### config.mk
export PLATFORM = sky130hd
export DESIGN_NAME = dmem_arbiter
export DESIGN_NICKNAME = d
export VERILOG_FILES = /design/src/rtl/dmem_pkg.sv /design/src/rtl/rr_arb2.sv /design/src/rtl/dmem_arbiter.sv
export SDC_FILE = /design/constraint.sdc
export NUM_CORES = 1
export LEC_CHECK = 0
export ABC_AREA = 1
export BUFFER_PORTS_ARGS = -buffer_cell sky130_fd_sc_hd__buf_2
export CORE_UTILIZATION = 45
export CTS_CLUSTER_SIZE = 12
export DETAILED_ROUTE_END_ITERATION = 10
export GPL_TIMING_DRIVEN = 0
export PLACE_DENSITY = 0.77
export SLEW_MARGIN = 20
export SYNTH_ARGS = -nofsm -noshare
export SYNTH_HDL_FRONTEND = slang
export SYNTH_SLANG_ARGS = --single-unit
### constraint.sdc
create_clock -name clk -period 1.95 [get_ports clk]
set_input_delay 0.195 -clock clk [delete_from_list [all_inputs] [get_ports clk]]
set_output_delay 0.195 -clock clk [all_outputs]
set_load 0.05 [all_outputs]
### src/rtl/dmem_pkg.sv
// Shared types for the data-memory arbiter: DMCtrl encodings, FSM states, the latched
// request record and the access-legality helpers.
package dmem_pkg;

    localparam logic [2:0] CtrlSb = 3'b000;
    localparam logic [2:0] CtrlSh = 3'b001;
    localparam logic [2:0] CtrlW  = 3'b010;
    localparam logic [2:0] CtrlUb = 3'b100;
    localparam logic [2:0] CtrlUh = 3'b101;

    typedef enum logic [1:0] {
        StIdle,
        StAccess,
        StResp
    } state_e;

    typedef struct packed {
        logic [31:0] addr;
        logic [31:0] wdata;
        logic        we;
        logic [2:0]  ctrl;
    } req_t;

    // Unsigned loads are read-only; any other code is never legal.
    function automatic logic ctrl_err(input req_t r);
        logic err;
        unique case (r.ctrl)
            CtrlSb, CtrlSh, CtrlW: err = 1'b0;
            CtrlUb, CtrlUh:        err = r.we;
            default:               err = 1'b1;
        endcase
        return err;
    endfunction

    // Widened to 33 bits so addresses near 2^32 cannot wrap back into range.
    function automatic logic range_err(input logic [31:0] addr, input int unsigned mem_bytes);
        return ({1'b0, addr} + 33'd3) >= {1'b0, mem_bytes};
    endfunction

    function automatic logic align_err(input req_t r);
        logic err;
        unique case (r.ctrl[1:0])
            2'b01:   err = r.addr[0];
            2'b10:   err = |r.addr[1:0];
            default: err = 1'b0;
        endcase
        return err;
    endfunction

endpackage

### src/rtl/rr_arb2.sv
// Two-way round-robin selector: a lone request wins, a tie goes to the requester at ptr.
module rr_arb2 (
    input  logic [1:0] req,
    input  logic       ptr,
    output logic [1:0] gnt
);

    always_comb begin
        gnt = req;
        if (&req) begin
            gnt = ptr ? 2'b10 : 2'b01;
        end
    end

endmodule

### src/rtl/dmem_arbiter.sv
// Two-requester data-memory arbiter running a fixed IDLE/ACCESS/RESP handshake per access.
// Optional DMEM_ARB_ALIGN_CHECK_EN adds misaligned halfword/word detection.
module dmem_arbiter
    import dmem_pkg::*;
#(
    parameter int unsigned NREQ      = 2,
    parameter int unsigned MEM_BYTES = 256
) (
    input  logic                 clk,
    input  logic                 rst_n,
    input  logic [NREQ-1:0]      req_valid,
    output logic [NREQ-1:0]      req_ready,
    input  logic [32*NREQ-1:0]   req_addr,
    input  logic [32*NREQ-1:0]   req_wdata,
    input  logic [NREQ-1:0]      req_we,
    input  logic [3*NREQ-1:0]    req_ctrl,
    output logic [NREQ-1:0]      rsp_valid,
    output logic [31:0]          rsp_rdata,
    output logic [NREQ-1:0]      rsp_err,
    output logic [31:0]          address,
    output logic [31:0]          DataWr,
    output logic                 DMWr,
    output logic [2:0]           DMCtrl,
    input  logic [31:0]          DataRd
);

    state_e      state_q, state_d;
    req_t        req_q, req_d;
    req_t        win_req;
    logic [1:0]  gnt;
    logic        owner_q, owner_d;
    logic        ptr_q, ptr_d;
    logic        err_q, err_d;
    logic        acc_err;
    logic [31:0] rdata_q, rdata_d;
    logic [31:0] addr_hold_q, addr_hold_d;
    logic [31:0] wdata_hold_q, wdata_hold_d;
    logic [2:0]  ctrl_hold_q, ctrl_hold_d;
    logic [1:0]  owner_oh;

    rr_arb2 u_rr_arb2 (
        .req (req_valid),
        .ptr (ptr_q),
        .gnt (gnt)
    );

    always_comb begin
        win_req.addr  = gnt[1] ? req_addr[63:32]  : req_addr[31:0];
        win_req.wdata = gnt[1] ? req_wdata[63:32] : req_wdata[31:0];
        win_req.we    = gnt[1] ? req_we[1]        : req_we[0];
        win_req.ctrl  = gnt[1] ? req_ctrl[5:3]    : req_ctrl[2:0];
    end

    always_comb begin
        acc_err = ctrl_err(req_q) | range_err(req_q.addr, MEM_BYTES);
`ifdef DMEM_ARB_ALIGN_CHECK_EN
        acc_err = acc_err | align_err(req_q);
`else
        acc_err = acc_err | 1'b0;
`endif
    end

    // State register
    always_ff @(posedge clk or negedge rst_n) begin
        if (!rst_n) begin
            state_q <= StIdle;
        end else begin
            state_q <= state_d;
        end
    end

    // Next-state logic
    always_comb begin
        state_d = state_q;
        unique case (state_q)
            StIdle:   if (|gnt) state_d = StAccess;
            StAccess: state_d = StResp;
            StResp:   state_d = StIdle;
            default:  state_d = StIdle;
        endcase
    end

    // Datapath next-state: latch on acceptance, capture result at the end of ACCESS
    always_comb begin
        req_d        = req_q;
        owner_d      = owner_q;
        ptr_d        = ptr_q;
        err_d        = err_q;
        rdata_d      = rdata_q;
        addr_hold_d  = addr_hold_q;
        wdata_hold_d = wdata_hold_q;
        ctrl_hold_d  = ctrl_hold_q;
        if (state_q == StIdle && |gnt) begin
            req_d   = win_req;
            owner_d = gnt[1];
        end
        if (state_q == StAccess) begin
            ptr_d        = ~owner_q;
            err_d        = acc_err;
            rdata_d      = (!acc_err && !req_q.we) ? DataRd : 32'h0;
            addr_hold_d  = req_q.addr;
            wdata_hold_d = req_q.wdata;
            ctrl_hold_d  = req_q.ctrl;
        end
    end

    always_ff @(posedge clk or negedge rst_n) begin
        if (!rst_n) begin
            req_q        <= '0;
            owner_q      <= 1'b0;
            ptr_q        <= 1'b0;
            err_q        <= 1'b0;
            rdata_q      <= 32'h0;
            addr_hold_q  <= 32'h0;
            wdata_hold_q <= 32'h0;
            ctrl_hold_q  <= 3'b000;
        end else begin
            req_q        <= req_d;
            owner_q      <= owner_d;
            ptr_q        <= ptr_d;
            err_q        <= err_d;
            rdata_q      <= rdata_d;
            addr_hold_q  <= addr_hold_d;
            wdata_hold_q <= wdata_hold_d;
            ctrl_hold_q  <= ctrl_hold_d;
        end
    end

    // Outputs; DMWr decodes from the async-reset state so a reset drops it immediately
    always_comb begin
        owner_oh  = owner_q ? 2'b10 : 2'b01;
        req_ready = '0;
        rsp_valid = '0;
        rsp_err   = '0;
        rsp_rdata = rdata_q;
        address   = addr_hold_q;
        DataWr    = wdata_hold_q;
        DMCtrl    = ctrl_hold_q;
        DMWr      = 1'b0;
        unique case (state_q)
            StIdle: begin
                req_ready = gnt & {NREQ{rst_n}};
            end
            StAccess: begin
                address = req_q.addr;
                DataWr  = req_q.wdata;
                DMCtrl  = req_q.ctrl;
                DMWr    = req_q.we & ~acc_err;
            end
            StResp: begin
                rsp_valid = owner_oh;
                rsp_err   = err_q ? owner_oh : 2'b00;
            end
            default: begin
                req_ready = '0;
            end
        endcase
    end

endmodule

Yosys cells after proc, flatten, opt, wreduce, memory -nomap -nowiden
Cells that the tools add are included.
{ "totals": {"regBits": 172, "input_bits": 172, "output_inout_bits": 106, "wordCells": 55} }
{ "op_classes": {"add_sub_neg": 1, "order_cmp": 1, "n_eq_ne": 7, "n_mux": 19, "bitwise_logic": 5, "reduce_logical": 10} }
{ "op_table": {"columns": ["op", "count"], "rows": [
  ["$mux W32", 5],
  ["$add A32 B2 Y33 const B", 1],
  ["$ge A33 B9 Y1 const B", 1],
  ["$mux W2", 8],
  ["$eq A3 B3 Y1 const B", 2],
  ["$mux W3", 2],
  ["$pmux W2 S2", 1],
  ["$reduce_or A2 Y1", 2],
  ["$eq A3 B1 Y1 const B", 1],
  ["$eq A3 B2 Y1 const B", 1],
  ["$logic_not A3 Y1", 1],
  ["$reduce_or A3 Y1", 1],
  ["$and A2 B2 Y2", 1],
  ["$eq A2 B1 Y1 const B", 1],
  ["$eq A2 B2 Y1 const B", 1],
  ["$logic_and A1 B1 Y1", 2],
  ["$logic_not A1 Y1", 2],
  ["$logic_not A2 Y1", 1],
  ["$mux W1", 2],
  ["$ne A2 B2 Y1 const B", 1],
  ["$not A1 Y1", 2],
  ["$pmux W1 S2", 1],
  ["$reduce_and A2 Y1", 1],
  ["$and A1 B1 Y1", 1],
  ["$or A1 B1 Y1", 1]
]} }

Logic depth before layout (Yosys ltp)
Gate-level depths: netlist of run 1.
{ "logic_depth": {"ltp_word": 7, "ltp_mapped": 15, "mapped_depth_nobuf": 14} }

Modules after synthesis
From an unflattened synthesis of run 1, not the netlist that was laid out.
{ "hier_totals": {"cells_unflattened": 1109, "hier_area_um2": 8310.5} }
{ "modules_own_cells": {"columns": ["mod", "instances", "cells_per_inst", "area_per_inst_um2", "seq_area_each_um2"], "rows": [
  ["dmem_arbiter", 1, 1104, 8289.2, 4304.1],
  ["rr_arb2", 1, 5, 21.3, 0.0]
]} }

Worst setup path before layout of run 1
OpenSTA, ideal clock, no wires.
{ "synth_timing": {"path_kind": "input -> output", "start": "input port req_valid[1]", "end": "output port req_ready[0]", "arrival_time_ps": 3048, "required_time_ps": 1755, "path_slack_ps": -1293, "path_stages": 3, "cell_sequence": "clkbuf_1 > clkbuf_1 > a2111oi_0"} }
{ "synth_via": {"elab_chain_len": 4} }
{ "synth_rtl": {"columns": ["element", "line_no", "rtl"], "rows": [
  ["from (decl)", "dmem_arbiter.sv:11", "input logic [NREQ-1:0] req_valid,"],
  ["$reduce_and A2 Y1", "rr_arb2.sv:10", "if (&req) begin"],
  ["$mux W2", "rr_arb2.sv:10", null],
  ["$and A2 B2 Y2", "dmem_arbiter.sv:142", "req_ready = gnt & {NREQ{rst_n}};"],
  ["$mux W2", "dmem_arbiter.sv:140", "unique case (state_q)"],
  ["to (decl)", "dmem_arbiter.sv:12", "output logic [NREQ-1:0] req_ready,"]
]} }
Every way passes these cells.

Final worst setup path of run 1
{ "layout_timing": {"start": "register req_q[43] (netlist bit)", "end": "output port DMWr"} }
{ "layout_via": {"elab_chain_len": 6} }
{ "layout_rtl": {"columns": ["element", "line_no", "rtl"], "rows": [
  ["from (decl)", "dmem_arbiter.sv:28", "req_t req_q, req_d;"],
  ["from (signal assigned)", "dmem_arbiter.sv:118", "req_q <= req_d;"],
  ["$add A32 B2 Y33", "dmem_pkg.sv:37", "return ({1'b0, addr} + 33'd3) >= {1'b0, mem_bytes};"],
  ["$ge A33 B9 Y1", "dmem_pkg.sv:37", null],
  ["$or A1 B1 Y1", "dmem_arbiter.sv:55", "acc_err = ctrl_err(req_q) | range_err(req_q.addr, MEM_BYTES);"],
  ["$not A1 Y1", "dmem_arbiter.sv:148", "DMWr = req_q.we & ~acc_err;"],
  ["$and A1 B1 Y1", "dmem_arbiter.sv:148", null],
  ["$mux W1", "dmem_arbiter.sv:140", null],
  ["to (decl)", "dmem_arbiter.sv:22", "output logic DMWr,"]
]} }
Every way passes these cells.

==> Flow_metrics.wiki, run 1 <==
{| class="wikitable"
! Metric !! Value
|-
| Buffers from clock root to sink, at most || 2
|-
| Flip-flop and latch count after synthesis || 172
|-
| Pins Over Slew Limit || 0
|-
| Number of endpoints with negative hold slack in the final report || 0
|-
| Post-Syn Area || 0.00849 mm^2
|-
| Crit path kind || flop to output pin
|-
| Total Neg Setup Slack || -38.23 ns
|-
| First-pass GRT wire length || 46.3 mm
|-
| Library cell used as clock root buffer || clkbuf_16
|-
| Sequential area share after synthesis || 50.7%
|-
| Measured slew at the worst slew-check pin || 0.632 ns
|-
| Clk_lat worst skew || 0.43 ns
|-
| Share of the clock period used by the worst path || 136%
|-
| Clock edge transition at the registers on the reported setup and hold paths || 0.07 ns
|-
| Max Fanout on Critical Path || 5
|-
| Antenna-violating nets left || 0
|-
| Mapped Nets || 1297
|-
| Pin count of the biggest net entering global routing || 85
|-
| Vertical die dimension || 139 um
|-
| Critical Path Sink Type || output pin
|-
| Area leader, netlist || dfrtp_1
|-
| Vias in the first global route || 8817
|-
| Violations in the final reports || setup timing
|-
| Clock tree from TritonCTS || built
|-
| Fmax || 0.377 GHz
|-
| PwrDens || 2150 mW/mm^2
|-
| RR Endpoint || rsp_rdata[29]
|-
| DPL Wire Length || 20.2 mm
|-
| Mapped Cells || 1125
|-
| Detail-routed via count per cell || 5.43
|-
| CP Data Required Time || 1.75 ns
|-
| Hold/Removal Path Class || input port to flop
|-
| Basic-gate share of the synthesized area counting and, or, nand and nor cells || 34.3%
|-
| GRT Util Overall || 30.7%
|-
| Final Cell Area || 0.0136 mm^2
|-
| Worst Path Arrival || 2.46 ns
|-
| Overflow left after global routing || 0
|-
| TritonCTS sink count || 172
|-
| Placer Congestion || 0.874
|-
| Number of cells on the worst reg-to-reg path || 17
|-
| Layout overhead on the synthesized area || 60.3%
|-
| Post-synthesis xor/xnor area fraction || 0.206%
|-
| Top area cells in the synthesized netlist || dfrtp_1, nand2_1, nor2_1
|-
| Netlist cell types || 26
|-
| DRC violations left || 0
|-
| Post-synthesis compound-gate area fraction || 7.79%
|-
| Final core occ || 74.8%
|-
| H-tree lvl count || 4
|-
| Minimum hold slack || 0.0201 ns
|-
| Initial antenna violation count || 3
|-
| Worst Min Path Start || req_wdata[19]
|-
| Hold-critical path depth || 3
|-
| Yosys top cell area share || 50.7%
|-
| Fraction of final layout cells with drive strength greater than 1 || 40.0%
|-
| Final setup margin || -0.703 ns
|-
| Die W || 139 um
|-
| Unrepaired setup endpoints after global routing || yes
|-
| Post-synthesis mux area share || 0%
|-
| IR Drop Worst-Case VDD || 1.82 mV
|-
| Total CTS buffers || 17
|-
| Cell area reported after detailed placement || 0.0102 mm^2
|-
| Number of DRC violations after detailed-routing iteration 0 || 697
|-
| # IOs || 278
|-
| Hold worst-path end || req_q[23]
|-
| Core Footprint || 0.0182 mm^2
|-
| Layout fillers || 1256
|-
| Arithmetic-cell share of the synthesized area counting full adders, half adders and majority gates || 0%
|-
| Setup slack at placement || -0.661 ns
|-
| Wire per inst || 18.5 um
|-
| Number of setup violations in the final report || 104
|-
| Routed Wire Length || 32.2 mm
|-
| Dpl cells || 1631
|-
| Row count || 49
|-
| Crit path time final || 2.65 ns
|-
| Worst reg2reg setup slack || -0.61 ns
|-
| Buffers added on ports || 276
|-
| Die outline area || 0.0194 mm^2
|-
| Startpoint types || flop
|-
| Length of the first detailed-routing pass in iterations || 5
|-
| Static leakage || 6.98 nW
|-
| Max Cap Violations || 0
|-
| Final Net Count || 1668
|-
| Number of warnings printed during yosys synthesis || 0
|-
| Final Instance Count excl. Fillers || 1741
|-
| Largest family of logic cells by synthesized area || simple AND/OR/NAND/NOR gates
|-
| Max Clock Skew || 0.0110 ns
|-
| Worst rel slew slack || 57.8%
|-
| Per-instance average area after synthesis || 7.55 um^2
|-
| Launch instance of the worst register-to-register path || req_q[36]
|-
| Overall power consumption || 29.2 mW
|-
| Result of the run || complete, but fails checks
|-
| Vias after detailed routing || 9460
|-
| Starting density of the core || 46.6%
|}
==> cells in the mapped netlist, drive strengths merged <==
cell       n
nand2    388
dfrtp    172
nor2     168
nand3    120
inv       82
a31oi     68
clkbuf    57
o21ai     42
buf        8
nand4      4
nor3       4
and2       3
a21oi      2
nand3b     2
xor2       2
a2111oi    1
clkinv     1
o211ai     1
==> cell type report <==
cell class / count / area [um^2] / share of cell area, %
Inverter: 83 / 324 / 2.38
Timing Repair Buffer: 356 / 2930 / 21.5
Antenna cell: 3 / 7.51 / 0.0551
Buffer: 61 / 515 / 3.79
Clock buffer: 19 / 433 / 3.18
Clock inverter: 13 / 176 / 1.30
Sequential cell: 172 / 4320 / 31.7
Tap cell: 229 / 287 / 2.10
Multi-Input combinational cell: 805 / 4630 / 34.0
==> routing by layer <==
layer | track usage [%] | up-vias | share of wire, %
met3 | 7.54 | 114 | 7.6
li1 | - | 4351 | -
met2 | 51.4 | 465 | 50
met4 | 11.6 | 2 | 4.1
met1 | 38.4 | 4528 | 39
met5 | 0 | - | 0.031
==> state kept, by name, indices dropped and copies added, names as in the netlist <==
name,flops
err_q,1
owner_q,1
wdata_hold_q,32
ctrl_hold_q,3
ptr_q,1
req_q,68
addr_hold_q,32
state_q,2
rsp_rdata,32
==> layout by cell type (no fill, tap or decap), types with 3 or more instances in the layout <==
cell and instances:
nor2_4 15, diode_2 3, a31oi_1 68, inv_6 4, nand2_2 29, inv_1 79, nand3_2 10, buf_8 50
nand3_1 110, buf_2 206, buf_6 40, and2_1 3, dfrtp_2 10, nand2_4 78, bufinv_16 3, buf_4 50
o21ai_1 4, nand4_1 4, o21ai_0 8, o21ai_4 29, buf_12 11, clkbuf_1 27, nor2_2 6, clkbuf_16 28
nand2_1 281, dfrtp_1 162, clkbuf_2 15, nor2_1 147
==> report_power, final <==
part | internal (mW) | switching (mW) | total [mW]
logic | 7.57 | 11.6 | 19.2
registers | 5.11 | 1.30 | 6.41
clock network | 2.05 | 1.58 | 3.63
total | 14.7 | 14.5 | 29.2
==> critical path: stages, from the launching register on <==
cell and delay (ns):
dfrtp_1 0.43, nand2_2 0.10, nor2_4 0.20, nand2_4 0.10, buf_12 0.14, nor2_4 0.10, nand2_1 0.08, nand2_1 0.06
nand2_1 0.05, nor2_1 0.10, nand3_1 0.14, nor2_4 0.21, nand2_4 0.06, nor2_4 0.09, buf_8 0.15
==> repair_timing <==
item                                   CTS  global route
setup endpoints to repair              206           154
setup buffers                           27            40
gates cloned                             7             6
pin swaps                               20            38
gates resized for setup                354           236
endpoints found under the hold margin   82           127
==> cell families after synthesis <==
| group | after synthesis |
|---|---|
| AOI/OAI and AO/OA | 114 |
| xor gates and xnor gates | 2 |
| DFF | 172 |
| buffers and inverters | 148 |
| and+or+nand+nor | 689 |
==> worst max-delay path by stage <==
stage | from | endpoint | slack [ns] | depth (start not counted)
finish | req_q[43] | DMWr | -0.70 | 14
global route | req_q[40] | DMWr | -0.85 | 14
CTS | req_q[38] | DMWr | -0.68 | 15
detailed placement | req_q[46] | DMWr | -0.66 | 14
global placement | rst_n | req_ready[0] | -2.52 | 4
floorplan | state_q[1] | addr_hold_q[26] | -0.55 | 5
Note: power is estimated with default switching activity, not from simulation.
==> run 2, diff against run 1 <==
CORE_MARGIN = 2   (was unset)
MAX_ROUTING_LAYER = met4   (was unset)
==> run 2 against run 1 <==
  * The flow finishes with violations (hold timing, setup timing)
  * Critical path type unchanged
  * Largest power group unchanged
  * Largest cell class unchanged
  * Maximum frequency is 0.95% higher
  * Cell count is 0.52% lower
  * Wire length is 4.9% lower
==> Flow_metrics.wiki, run 2 (synthesis gave the netlist of run 1 again) <==
{| class="wikitable"
! Metric !! Value
|-
| Area of the multi-input gates || 0.00449 mm^2
|-
| Clk_lat worst skew || 0.44 ns
|-
| Length of the first detailed-routing pass in iterations || 5
|-
| Dpl cells || 1636
|-
| Wire per inst || 17.7 um
|-
| Largest register FFs || 68
|-
| PwrDens || 2080 mW/mm^2
|-
| H-tree lvl count || 4
|-
| Die W || 141 um
|-
| Row count || 50
|-
| Pins Over Slew Limit || 0
|-
| Commonest non-fill, non-tap cells in the layout || nand2_1, buf_2, dfrtp_1, nor2_1, nand3_1
|-
| Worst rel slew slack || 50.3%
|-
| Violations in the final reports || hold timing, setup timing
|-
| Number of cells on the worst reg-to-reg path || 17
|-
| Worst reg2reg setup slack || -0.45 ns
|-
| Number of DRC violations after detailed-routing iteration 0 || 563
|-
| Number of endpoints with negative hold slack in the final report || 81
|-
| Clock edge transition at the registers on the reported setup and hold paths || 0.08 ns
|-
| Internal portion of total power || 13.5 mW
|-
| Most common cell after layout, fill and taps aside || nand2_1
|-
| Switching power as a share of total power || 50.8%
|-
| # IOs || 278
|-
| Layout fillers || 1468
|-
| Number of setup violations in the final report || 81
|-
| Fmax || 0.380 GHz
|-
| Core Footprint || 0.0186 mm^2
|-
| Placer Congestion || 0.927
|-
| Initial antenna violation count || 3
|-
| Largest register by flop count || req_q
|-
| Clock tree from TritonCTS || built
|-
| Crit path time final || 2.63 ns
|-
| IR Drop Worst-Case VDD || 1.65 mV
|-
| Detail-routed via count per cell || 5.30
|-
| Portion of total power attributed to sequential cells || 22.9%
|-
| Pin count of the biggest net entering global routing || 93
|-
| Minimum hold slack || -0.336 ns
|-
| Routed Wire Length || 30.7 mm
|-
| Final Instance Count excl. Fillers || 1732
|-
| Fraction of final layout cells with drive strength greater than 1 || 39.3%
|-
| Clock Power Share || 12.7%
|-
| TritonCTS sink count || 172
|-
| Register cell area after layout || 0.00432 mm^2
|-
| Combinational share of power || 64.3%
|-
| Unrepaired setup endpoints after global routing || yes
|-
| Buffers added on ports || 276
|-
| Library cell used as clock root buffer || clkbuf_16
|-
| RR Endpoint || rsp_rdata[24]
|-
| Launch instance of the worst register-to-register path || req_q[39]
|-
| GRT Util Overall || 29.8%
|-
| Starting density of the core || 45.6%
|-
| Layout overhead on the synthesized area || 55.6%
|-
| DRC violations left || 0
|-
| Result of the run || complete, but fails checks
|-
| Startpoint types || flop
|-
| DPL Wire Length || 20.3 mm
|-
| First-pass GRT wire length || 45.2 mm
|-
| Max Fanout on Critical Path || 7
|-
| Final Net Count || 1654
|-
| Vias in the first global route || 8772
|-
| Total Neg Setup Slack || -17.71 ns
|-
| Max Cap Violations || 0
|-
| Die outline area || 0.0200 mm^2
|-
| Hold/Removal Path Class || input port to asynchronous set/reset pin
|-
| Power dissipated by switching net loads || 14.0 mW
|-
| Static leakage || 6.77 nW
|-
| CP Data Required Time || 1.75 ns
|-
| Measured slew at the worst slew-check pin || 0.745 ns
|-
| Buffers from clock root to sink, at most || 2
|-
| Antenna-violating nets left || 0
|-
| Overflow left after global routing || 0
|-
| Vias after detailed routing || 9179
|-
| Max Clock Skew || 0.0139 ns
|-
| Worst Path Arrival || 2.43 ns
|-
| Crit path kind || flop to output pin
|-
| Critical Path Sink Type || output pin
|-
| Final setup margin || -0.678 ns
|-
| Share of the clock period used by the worst path || 135%
|-
| Total CTS buffers || 17
|-
| Vertical die dimension || 141 um
|}
[run 2: changes by cell type in the layout (fill, tap and decap cells not counted), sizes merged]
cell / delta
clkbuf: -3
clkinvlp: -1
buf: -19
bufbuf: -1
bufinv: -3
clkinv: +2
dlygate4sd3: +8
inv: +3
[run 2: area by class of cell]
class | instances | share of cell area (%)
multi-input cells | 805 | 34.0
flip-flops and latches | 172 | 32.7
repair buffers | 342 | 20.4
plain buffers | 61 | 3.62
clock buffers | 18 | 3.32
inverters | 83 | 2.36
well taps | 234 | 2.22
clock inverters | 14 | 1.28
diodes | 3 | 0.0568
[run 2: per-stage QoR]
step | power [mW] | instance area, um^2 | utilization, % | setup slack [ns] | hold WS [ns]
2_1_floorplan | 14.5 | 8530 | - | -0.547 | -0.101
3_5_place_dp | 17.7 | 10200 | 54.9 | -0.725 | 0.227
6_report | 27.5 | 13200 | 70.9 | -0.678 | -0.336
4_1_cts | 24.2 | 12100 | 64.8 | -0.701 | -0.336
5_1_grt | 28.8 | 13200 | 70.9 | -0.875 | -0.311
3_3_place_gp | 17.5 | 10200 | 54.7 | -2.52 | 0.448
[run 2: layer usage]
layer	GRT usage, %	up-vias	share of wire (%)
li1	-	4325	-
met1	36.1	4424	40
met2	50.3	376	51
met3	6.82	54	6.9
met4	8.21	0	2.2
met5	-	-	0
[run 2: worst max-delay path by stage]
stage | start | slack, ns | to
6_report | req_q[39] | -0.68 | DMWr
5_1_grt | req_q[46] | -0.88 | DMWr
4_1_cts | req_q[39] | -0.70 | DMWr
3_5_place_dp | state_q[1] | -0.73 | DMWr
3_3_place_gp | rst_n | -2.52 | req_ready[0]
2_1_floorplan | state_q[1] | -0.55 | addr_hold_q[26]
[run 2: timing repair]
action,4_1_cts,5_1_grt
resized for setup,280,254
setup endpoints to repair,221,170
pin swaps,15,27
cloned,3,5
endpoints found under the hold margin,89,82
buffers inserted,22,28
hold buffers,8,1
[run 2: power groups by stage]
| stage | combinational, mW | sequential [mW] | clock, mW |
|---|---|---|---|
| 3_5_place_dp | 11.6 | 6.08 | 0 |
| 4_1_cts | 14.6 | 6.04 | 3.52 |
| 3_3_place_gp | 11.5 | 6.04 | 0 |
| 2_1_floorplan | 8.69 | 5.77 | 0 |
| 5_1_grt | 18.7 | 6.43 | 3.69 |
| 6_report | 17.7 | 6.29 | 3.50 |
[run 2: worst max-delay path: stages, from the launching register on]
cell and delay, ns:
dfrtp_1 0.41, nand2_4 0.10, nor2_4 0.21, nand2_4 0.12, nand2_1 0.09, nand2_2 0.06, nor2_2 0.12, nand2_1 0.07
inv_1 0.05, nand2_1 0.05, nor2_1 0.12, nand2_1 0.10, nor2_4 0.17, nand2_4 0.07, nor2_4 0.09, buf_8 0.15
